**src/rtl/delta_compressor_ms.sv**
```systemverilog
// Purpose: N-lane delta compressor packing per-lane deltas into slots of a word, with raw base/keyframe vectors.
// Latency: one cycle from an accepted input to the registered output word.
// Backpressure: none; every accepted input yields exactly one output word the following cycle.
module delta_compressor_ms #(
    parameter int   N             = 8,
    parameter int   DATA_WIDTH    = 32,
    parameter int   MAX_LOG_SLOTS = 2,
    parameter logic COMPRESSED    = 1'b0,
    parameter int   KEYFRAME_INT  = 16
) (
    input  logic                    clk,
    input  logic                    rst,
    input  logic                    tracing,
    input  logic                    valid_in,
    input  logic [1:0]              log_slots,
    input  logic [N*DATA_WIDTH-1:0] vector_in,
    output logic                    valid_out,
    output logic [N*DATA_WIDTH-1:0] vector_out,
    output logic                    v_out_comp,
    output logic                    inc_tb_ptr
);

    localparam int DW = DATA_WIDTH;
    // One precision variant is built per legal log2(slots) value.
    localparam int NL = MAX_LOG_SLOTS + 1;
    localparam logic [1:0] MAX_LS = 2'(MAX_LOG_SLOTS);
    localparam int KW = (KEYFRAME_INT > 0) ? $clog2(KEYFRAME_INT + 1) : 1;
    localparam logic [KW-1:0] KF_LIMIT = KW'(KEYFRAME_INT);
    // NODATA for a single full-width slot: the state after reset (ls = 0).
    localparam logic [DW-1:0] INV_FULL = {1'b1, {(DW-1){1'b0}}};

    typedef enum logic [1:0] {
        ST_IDLE = 2'd0,
        ST_BASE = 2'd1,
        ST_RUN  = 2'd2
    } state_t;

    state_t          state_q;
    logic [1:0]      ls_q;
    logic [2:0]      ptr_q;
    logic [KW-1:0]   kf_q;
    logic [N*DW-1:0] last_q;
    logic [DW-1:0]   comp_q [N];

    logic            valid_q;
    logic [N*DW-1:0] vec_out_q;
    logic            comp_flag_q;
    logic            inc_q;

    assign valid_out  = valid_q;
    assign vector_out = vec_out_q;
    assign v_out_comp = comp_flag_q;
    assign inc_tb_ptr = inc_q;

    // Requested precision, clamped to the largest variant that was built.
    logic [1:0] ls_new;
    assign ls_new = (log_slots > MAX_LS) ? MAX_LS : log_slots;

    // Per-lane delta, prev - cur, modulo 2^DW.
    logic [DW-1:0] delta [N];
    for (genvar i = 0; i < N; i++) begin : g_delta
        assign delta[i] = last_q[i*DW +: DW] - vector_in[i*DW +: DW];
    end

    // Candidate words, overflow flags and NODATA patterns for every precision.
    logic [DW-1:0] cand_l   [NL][N];
    logic          ovf_l    [NL][N];
    logic [DW-1:0] nodata_l [NL];

    for (genvar l = 0; l < NL; l++) begin : g_prec
        localparam int P = DW >> l;
        localparam int S = 1 << l;
        localparam logic [P-1:0] INV = {1'b1, {(P-1){1'b0}}};

        assign nodata_l[l] = {S{INV}};

        for (genvar i = 0; i < N; i++) begin : g_lane
            logic [DW-1:0] word;
            logic          ovf;

            // Delta must sign-extend from P bits, and the most negative code is reserved as INV.
            assign ovf = (delta[i][DW-1:P-1] != {(DW-P+1){delta[i][DW-1]}}) ||
                         (delta[i][P-1:0] == INV);

            // Slot 0 sits in the MSBs; earlier slots keep their deltas, later slots read INV.
            for (genvar k = 0; k < S; k++) begin : g_slot
                assign word[DW-1-k*P -: P] = (ptr_q > 3'(k))  ? comp_q[i][DW-1-k*P -: P] :
                                             (ptr_q == 3'(k)) ? delta[i][P-1:0] :
                                                                INV;
            end

            assign cand_l[l][i] = word;
            assign ovf_l[l][i]  = ovf;
        end
    end

    // Pick the variant matching the latched precision (and NODATA for the incoming one).
    logic [DW-1:0]   cand_sel [N];
    logic [N*DW-1:0] cand_flat;
    logic            ovf_any;
    logic [DW-1:0]   nodata_cur;
    logic [DW-1:0]   nodata_new;

    always_comb begin
        for (int i = 0; i < N; i++) begin
            cand_sel[i] = '0;
        end
        ovf_any    = 1'b0;
        nodata_cur = INV_FULL;
        nodata_new = INV_FULL;
        for (int l = 0; l < NL; l++) begin
            if (ls_q == 2'(l)) begin
                nodata_cur = nodata_l[l];
                for (int i = 0; i < N; i++) begin
                    cand_sel[i] = cand_l[l][i];
                    ovf_any     = ovf_any | ovf_l[l][i];
                end
            end
            if (ls_new == 2'(l)) begin
                nodata_new = nodata_l[l];
            end
        end
    end

    // Flatten the selected lanes into the output vector layout.
    always_comb begin
        cand_flat = '0;
        for (int i = 0; i < N; i++) begin
            cand_flat[i*DW +: DW] = cand_sel[i];
        end
    end

    // Slot bookkeeping: last slot index of the word and forced-keyframe condition.
    logic [2:0] last_slot;
    logic       wrap;
    logic       kf_hit;
    logic       take_raw;

    assign last_slot = 3'((4'd1 << ls_q) - 4'd1);
    assign wrap      = (ptr_q == last_slot);
    assign kf_hit    = (KEYFRAME_INT != 0) && (kf_q == KF_LIMIT);
    assign take_raw  = ovf_any || kf_hit;

    // Control FSM with registered outputs; tracing low overrides everything.
    always_ff @(posedge clk or posedge rst) begin
        if (rst) begin
            state_q     <= ST_IDLE;
            ls_q        <= '0;
            ptr_q       <= '0;
            kf_q        <= '0;
            last_q      <= '0;
            for (int i = 0; i < N; i++) begin
                comp_q[i] <= INV_FULL;
            end
            valid_q     <= 1'b0;
            vec_out_q   <= '0;
            comp_flag_q <= 1'b0;
            inc_q       <= 1'b0;
        end else begin
            valid_q <= 1'b0;
            if (!tracing) begin
                state_q <= ST_IDLE;
            end else begin
                case (state_q)
                    ST_IDLE: begin
                        state_q <= ST_BASE;
                    end
                    ST_BASE: begin
                        if (valid_in) begin
                            ls_q        <= ls_new;
                            last_q      <= vector_in;
                            vec_out_q   <= vector_in;
                            valid_q     <= 1'b1;
                            comp_flag_q <= ~COMPRESSED;
                            inc_q       <= 1'b1;
                            ptr_q       <= '0;
                            kf_q        <= '0;
                            for (int i = 0; i < N; i++) begin
                                comp_q[i] <= nodata_new;
                            end
                            state_q     <= ST_RUN;
                        end
                    end
                    ST_RUN: begin
                        if (valid_in) begin
                            last_q  <= vector_in;
                            valid_q <= 1'b1;
                            if (take_raw) begin
                                vec_out_q   <= vector_in;
                                comp_flag_q <= ~COMPRESSED;
                                inc_q       <= 1'b1;
                                ptr_q       <= '0;
                                kf_q        <= '0;
                                for (int i = 0; i < N; i++) begin
                                    comp_q[i] <= nodata_cur;
                                end
                            end else begin
                                vec_out_q   <= cand_flat;
                                comp_flag_q <= COMPRESSED;
                                inc_q       <= (ptr_q == 3'd0);
                                ptr_q       <= wrap ? 3'd0 : ptr_q + 3'd1;
                                kf_q        <= kf_q + KW'(1);
                                for (int i = 0; i < N; i++) begin
                                    comp_q[i] <= wrap ? nodata_cur : cand_sel[i];
                                end
                            end
                        end
                    end
                    default: begin
                        state_q <= ST_IDLE;
                    end
                endcase
            end
        end
    end

endmodule

```
**config.mk**
```make
export PLATFORM = sky130hd
export DESIGN_NAME = delta_compressor_ms
export DESIGN_NICKNAME = d
export VERILOG_FILES = /design/src/rtl/delta_compressor_ms.sv
export SDC_FILE = /design/constraint.sdc
export NUM_CORES = 2
export LEC_CHECK = 0
export CORE_AREA = 3 3 409 512
export DETAILED_ROUTE_END_ITERATION = 12
export DIE_AREA = 0 0 412 515
export HOLD_SLACK_MARGIN = 0.08
export PLACE_DENSITY_LB_ADDON = 0.08
export SLEW_MARGIN = 5
export SYNTH_ARGS = -nofsm -noshare
export SYNTH_HDL_FRONTEND = slang
export SYNTH_SLANG_ARGS = --single-unit
```
**constraint.sdc**
```tcl
create_clock -name clk -period 44 [get_ports clk]
set_clock_uncertainty 0.2 [all_clocks]
set_input_delay 8.8 -clock clk [delete_from_list [all_inputs] [get_ports clk]]
set_output_delay 8.8 -clock clk [all_outputs]
set_load 0.03 [all_outputs]
```
; ---- Word level (Yosys, flattened, before mapping)
; Index checks and enable logic that the tools add are counted.
[totals]
reg_bits = 783
input_bits = 262
[classes]
reduce_logical = 26
eq_ne = 55
n_addsub = 11
bitwise_logic = 23
n_lt_le_gt_ge = 5
shift = 1
n_mux = 161
[op_table]
columns = op, n
row1 = 256-bit 2-to-1 mux, 9
row2 = 256-bit one-hot mux with 2 select lines, 2
row3 = 32-bit 2-to-1 mux, 24
row4 = 16-bit 2-to-1 mux, 34
row5 = 8-bit 2-to-1 mux, 64
row6 = 32-bit == test (second input constant), 8
row7 = 32-bit subtractor, 8
row8 = 24-bit != test, 8
row9 = 16-bit == test (second input constant), 8
row10 = 16-bit != test, 8
row11 = 8-bit == test (second input constant), 8
row12 = 24-bit 2-to-1 mux, 2
row13 = 1-bit bitwise OR, 23
row14 = 1-bit logical OR, 17
row15 = 5-bit 2-to-1 mux, 3
row16 = 3-bit 2-to-1 mux, 4
row17 = 1-bit 2-to-1 mux, 11
row18 = 5-bit one-hot mux with 2 select lines, 1
row19 = 2-bit by 1-bit == test with 1-bit output (second input constant), 3
row20 = 2-bit == test (second input constant), 3
row21 = 3-bit by 2-bit == test with 1-bit output (second input constant), 2
row22 = 3-bit by 1-bit > comparator with 1-bit output (second input constant), 2
row23 = 3-bit by 2-bit > comparator with 1-bit output (second input constant), 2
row24 = 2-bit 2-to-1 mux, 3
row25 = 20 further kinds, 25

; ---- Logic depth before layout (Yosys ltp)
[logic_depth]
depth_word = 32
mapped_depth = 28
mapped_depth_nobuf = 25

; ---- Worst setup path before layout
; Ideal clock, no wire load.
[synth_path]
path_type = input-to-reg
start = input port vector_in[128]
end = register comp_q[103] (netlist bit)
setup_slack_ns = 29.624
path_buffers = 2
arrival_time_ns = 14.053
stages = 26
cell_sequence = ha_1 -> fa_1 -> nor2b_1 -> o31a_1 -> o211ai_1 -> a21boi_0 -> o21ai_0 -> a31oi_1 -> a21o_1 -> a21oi_1 -> xor2_1 -> ha_1 -> and4_1 -> nand4_1 -> nor3b_1 -> o21a_1 -> nand4b_1 -> or4b_2 -> a22o_1 -> nor4_2 -> o21ai_1 -> nor3_2 -> or3b_1 -> buf_2 -> buf_6 -> o221a_1
[synth_via]
elab_chain_cells = 29
word_cells_on_any_way = 45
[synth_rtl]
columns = element, line
row1 = from (decl), 16  ; input logic [N*DATA_WIDTH-1:0] vector_in,
row2 = 32-bit subtractor *, 62  ; assign delta[i] = last_q[i*DW +: DW] - vector_in[i*DW +: DW];
row3 = 32-bit == test, 83  ; (delta[i][P-1:0] == INV);
row4 = 1-bit bitwise OR (4 in series), 116  ; ovf_any = ovf_any | ovf_l[l][i];
row5 = 1-bit 2-to-1 mux, 112  ; if (ls_q == 2'(l)) begin
row6 = 1-bit bitwise OR (8 in series), 116
row7 = 1-bit 2-to-1 mux, 112
row8 = 1-bit bitwise OR (8 in series), 116
row9 = 1-bit 2-to-1 mux, 112
row10 = 1-bit logical OR, 142  ; assign take_raw = ovf_any || kf_hit;
row11 = 256-bit 2-to-1 mux *, 188  ; if (take_raw) begin
row12 = 256-bit 2-to-1 mux *, 185  ; if (valid_in) begin
row13 = 256-bit one-hot mux with 2 select lines *, 164  ; case (state_q)
row14 = "to (signal, indexed assignment)", 179  ; comp_q[i] <= nodata_new;
row15 = "to (signal, indexed assignment)", 195  ; comp_q[i] <= nodata_cur;
row16 = "to (signal, indexed assignment)", 204  ; comp_q[i] <= wrap ? nodata_cur : cand_sel[i];
row17 = to (decl), 43  ; logic [DW-1:0] comp_q [N];
; Mark *: on every way between the ends. The rest lies on a longest branch, timed or not. The select of a mux whose other input is x is not followed.
; A chain may end at the register's enable or synchronous reset.

; ---- Final worst setup path
[layout_path]
start = input port vector_in[0]
end = register vec_out_q[223] (netlist: vector_out[223])
[layout_via]
elab_chain_cells = 32
word_cells_on_any_way = 38
[layout_rtl]
columns = element, line
row1 = 32-bit subtractor *, 62
row2 = 32-bit == test, 83
row3 = 1-bit bitwise OR (7 in series), 116
row4 = 1-bit 2-to-1 mux, 112
row5 = 1-bit bitwise OR (8 in series), 116
row6 = 1-bit 2-to-1 mux, 112
row7 = 1-bit bitwise OR (8 in series), 116
row8 = 1-bit 2-to-1 mux *, 112
row9 = 1-bit logical OR *, 142
row10 = 256-bit 2-to-1 mux *, 188
row11 = 256-bit 2-to-1 mux *, 185
row12 = 256-bit one-hot mux with 2 select lines *, 164
row13 = to (signal assigned), 172  ; vec_out_q <= vector_in;
row14 = to (signal assigned), 189  ; vec_out_q <= vector_in;
row15 = to (signal assigned), 198  ; vec_out_q <= cand_flat;
row16 = to (decl), 46  ; logic [N*DW-1:0] vec_out_q;
; Marked as above.

==> flow_metrics.py <==
metrics = {
    "synthesis": {
        "async_flop_share": 1.00,
        "syn_area_um2": 61200,
        "ys_types": 98,
        "synth_fp_nets": 8097,
        "synth-seq-cells": 783,
        "ys_seq_area_frac": 0.320,
        "synthFlopType": "dfrtp_1",
        "yosysTopAreaCell": "dfrtp_1",
        "synth_edf_count": 0,
        "synth_top_cell_area_share": 0.317,
        "ys_top_cells_by_area": "dfrtp_1, nand2_1, ha_1",
        "yosysWarnings": 0,
        "synth_area_per_cell_um2": 8.10,
        "syn-instance-count": 7554,
    },
    "power_and_ir_drop": {
        "p_per_area_nw_per_um2": 96.1,
        "leakage_uw": 0.0295,
        "irDropWorstVdd_uv": 113,
    },
    "cts": {
        "post-cts-setup-buffer-count": 0,
        "cts_tree": "built",
        "cts.sinks": 783,
        "root_buffer": "clkbuf_16",
        "htreeDepth": 3,
        "cts.path.max_buffers": 3,
        "clkTransAtPathRegs_ns": 0.06,
        "post_cts_resized": 0,
        "cts_buffers": 101,
        "hold_buffers": 0,
        "clk-insertion-delay-late_ns": 0.76,
    },
    "cells_and_area": {
        "nets": 8259,
        "area_growth_pct": 18.4,
        "final_cell_mix": "nand2_1, dfrtp_1, a21oi_1",
        "layout_commonest_cell": "nand2_1",
        "fin_cells": 10500,
        "drive_gt1_frac": 0.0855,
    },
    "drt": {
        "route.detailed.wl_per_inst_um": 28.9,
        "vias": 63300,
        "wirelength_mm": 304,
        "ant_nets": 0,
        "drt_iter0_markers": 5840,
        "drt_pre_antenna_iters": 6,
        "via_per_inst": 6.01,
        "drc": 0,
    },
    "outcome": {
        "status": "completed",
    },
    "critical_path": {
        "crit_start": "vector_in[0]",
        "worstSetupStartpointType": "input pin",
        "cp_top_family": "compound AO/OA/AOI/OAI gates",
        "worstSetupEndpoint": "vector_out[223]$_DFFE_PP0P_",
        "r2r_slack_ns": 34.94,
        "worstRegToRegCells": 19,
        "r2r-start": "last_q[0]$_DFFE_PP0P_",
        "end_kind": "flop",
        "crit_path_cell_trace": "clkdlybuf4s50_1 -> ha_1 -> fa_1 -> nor2b_1 -> o2111ai_1 -> nand3b_1 -> xor2_1 -> nor4_2 -> a2111oi_0 -> nand4_1 -> a211oi_1 -> nand4_1 -> o31ai_4 -> nand2_4 -> nor4_2 -> buf_4 -> buf_4 -> o21ai_0 -> a221o_1",
        "r2r-end": "vector_out[223]$_DFFE_PP0P_",
        "cp_slowest_cell": "xor2_1",
        "crit_path_max_fanout": 53,
        "critPathKind": "input pin to flop",
        "critical_path_cell_count": 19,
        "worst-endpoint-required_ns": 44.41,
        "cp.arrival_ns": 17.73,
        "critical-path-max-stage-delay_ns": 0.89,
        "cp_num_buf_inv": 3,
    },
    "worst_hold_path": {
        "worstHoldPathType": "flop to flop",
    },
    "global_routing": {
        "grt_max_degree": 162,
        "grt_first_pass_wirelength_mm": 442,
        "antenna_found_initial": 17,
        "grt-ovfl-total": 0,
        "grt_pass1_vias": 61300,
        "grt_use_total": 0.276,
    },
    "placement": {
        "dp.cells": 10300,
        "dpl.hpwl_mm": 216,
        "globalplace.congestion": 0.908,
        "numPortBuffers": 520,
    },
    "sta": {
        "rsz0062_at_grt": "false",
        "hold_violations": 0,
        "setup_viol": 0,
        "post-route-period-util": 0.393,
        "fin_tns_setup_ns": 0,
        "maxSlewHeadroom": 0.130,
        "fin_crit_ns": 17.31,
        "fmax_mhz": 57.8,
        "slew_viol_final": 0,
        "worstMarginPinSlew_ns": 1.29,
    },
    "floorplan": {
        "floorplan.initialDensity": 0.298,
        "die-height_um": 515,
        "core_um2": 205000,
        "ios": 521,
        "die_w_um": 412,
        "placementRows": 186,
        "dieArea_um2": 212000,
    },
    "run": {
        "drv_cap": 0,
    },
}
## layer usage
metal  global-route usage  vias up  wire [µm]
met5                    0        -         27
met4                0.117        4      14100
met3               0.0401      445      18400
met2                0.453     2505     142000
met1                0.362    31700     130000
li1                     -    28600          -
## power breakdown
group,internal (µW),switching [µW]
Sequential,994,196
Clock,541,382
Combinational,1560,3290
## worst min path at each step
stage,cells past startpoint,from,to
6_report,2,vector_out[208]$_DFFE_PP0P_,vector_out[208]$_DFFE_PP0P_
5_1_grt,1,comp_q[155]$_DFFE_PP0P_,comp_q[155]$_DFFE_PP0P_
4_1_cts,2,vector_out[1]$_DFFE_PP0P_,vector_out[1]$_DFFE_PP0P_
3_5_place_dp,2,vector_out[1]$_DFFE_PP0P_,vector_out[1]$_DFFE_PP0P_
3_3_place_gp,2,comp_q[222]$_DFFE_PP0P_,comp_q[222]$_DFFE_PP0P_
2_1_floorplan,2,comp_q[222]$_DFFE_PP0P_,comp_q[222]$_DFFE_PP0P_
## area by class of cell
class                   instances  area, µm²
multi-input cells            5849      38300
fillers                     21500     133000
flip-flops and latches        783      19600
clock inverters                55        713
inverters                     326       1240
well taps                    2726       3410
diodes                          7       17.5
repair buffers                655       6280
clock buffers                 133       2860
## Yosys cell counts, types with 24 or more instances
cell type	number
o21ai_0	518
a21boi_0	25
o22ai_1	98
nand4_1	76
a221oi_1	80
a311oi_1	32
and3_1	61
or3_1	49
a32o_1	44
inv_1	325
xor2_1	76
a31oi_1	72
a21o_1	89
nand3_1	316
mux2_2	252
a22o_1	218
nand2_1	953
nor2b_1	29
o31ai_1	125
o211ai_1	158
o2111ai_1	27
o21ai_1	29
buf_2	71
a211oi_1	128
mux2i_1	70
clkbuf_1	457
nand2b_1	36
xnor2_1	94
ha_1	273
nor2_1	389
a22oi_1	133
a21oi_1	628
dfrtp_1	775
buf_1	60
nor4_1	73
and2_1	44
nor3_1	152
and4_1	24
o21a_1	60
o221ai_1	52
## through the flow
step	utilization	hold WS, ns	power (µW)	instance area [µm²]	worst slack, ns
floorplan	-	0.244	4120	61200	13.03
global placement	0.335	0.260	5970	68900	26.05
detailed placement	0.335	0.268	5980	68900	26.06
CTS	0.353	0.279	6940	72400	26.84
global route	0.353	0.305	7380	72400	26.29
finish	0.353	0.274	6960	72400	26.69
## cell families after synthesis
family          share of synthesized area
compound gates                      0.301
xor+xnor                           0.0243
fa+ha+maj                          0.0584
buf+inv                            0.0585
flops                               0.320
mux                                0.0578
simple gates                        0.179
## registers in the layout, indices dropped and copies added, names as in the netlist
register,cells
ptr_q,3
ls_q,2
kf_q,5
last_q,256
inc_tb_ptr,1
valid_out,1
comp_q,256
state_q,2
vector_out,256
v_out_comp,1
## worst min-delay path: cells and delay by family (launching register included)
family	cells	cell delay (ns)
flops	1	0.34
simple gates	2	0.10
No activity file was read; power rests on OpenSTA's default activity.
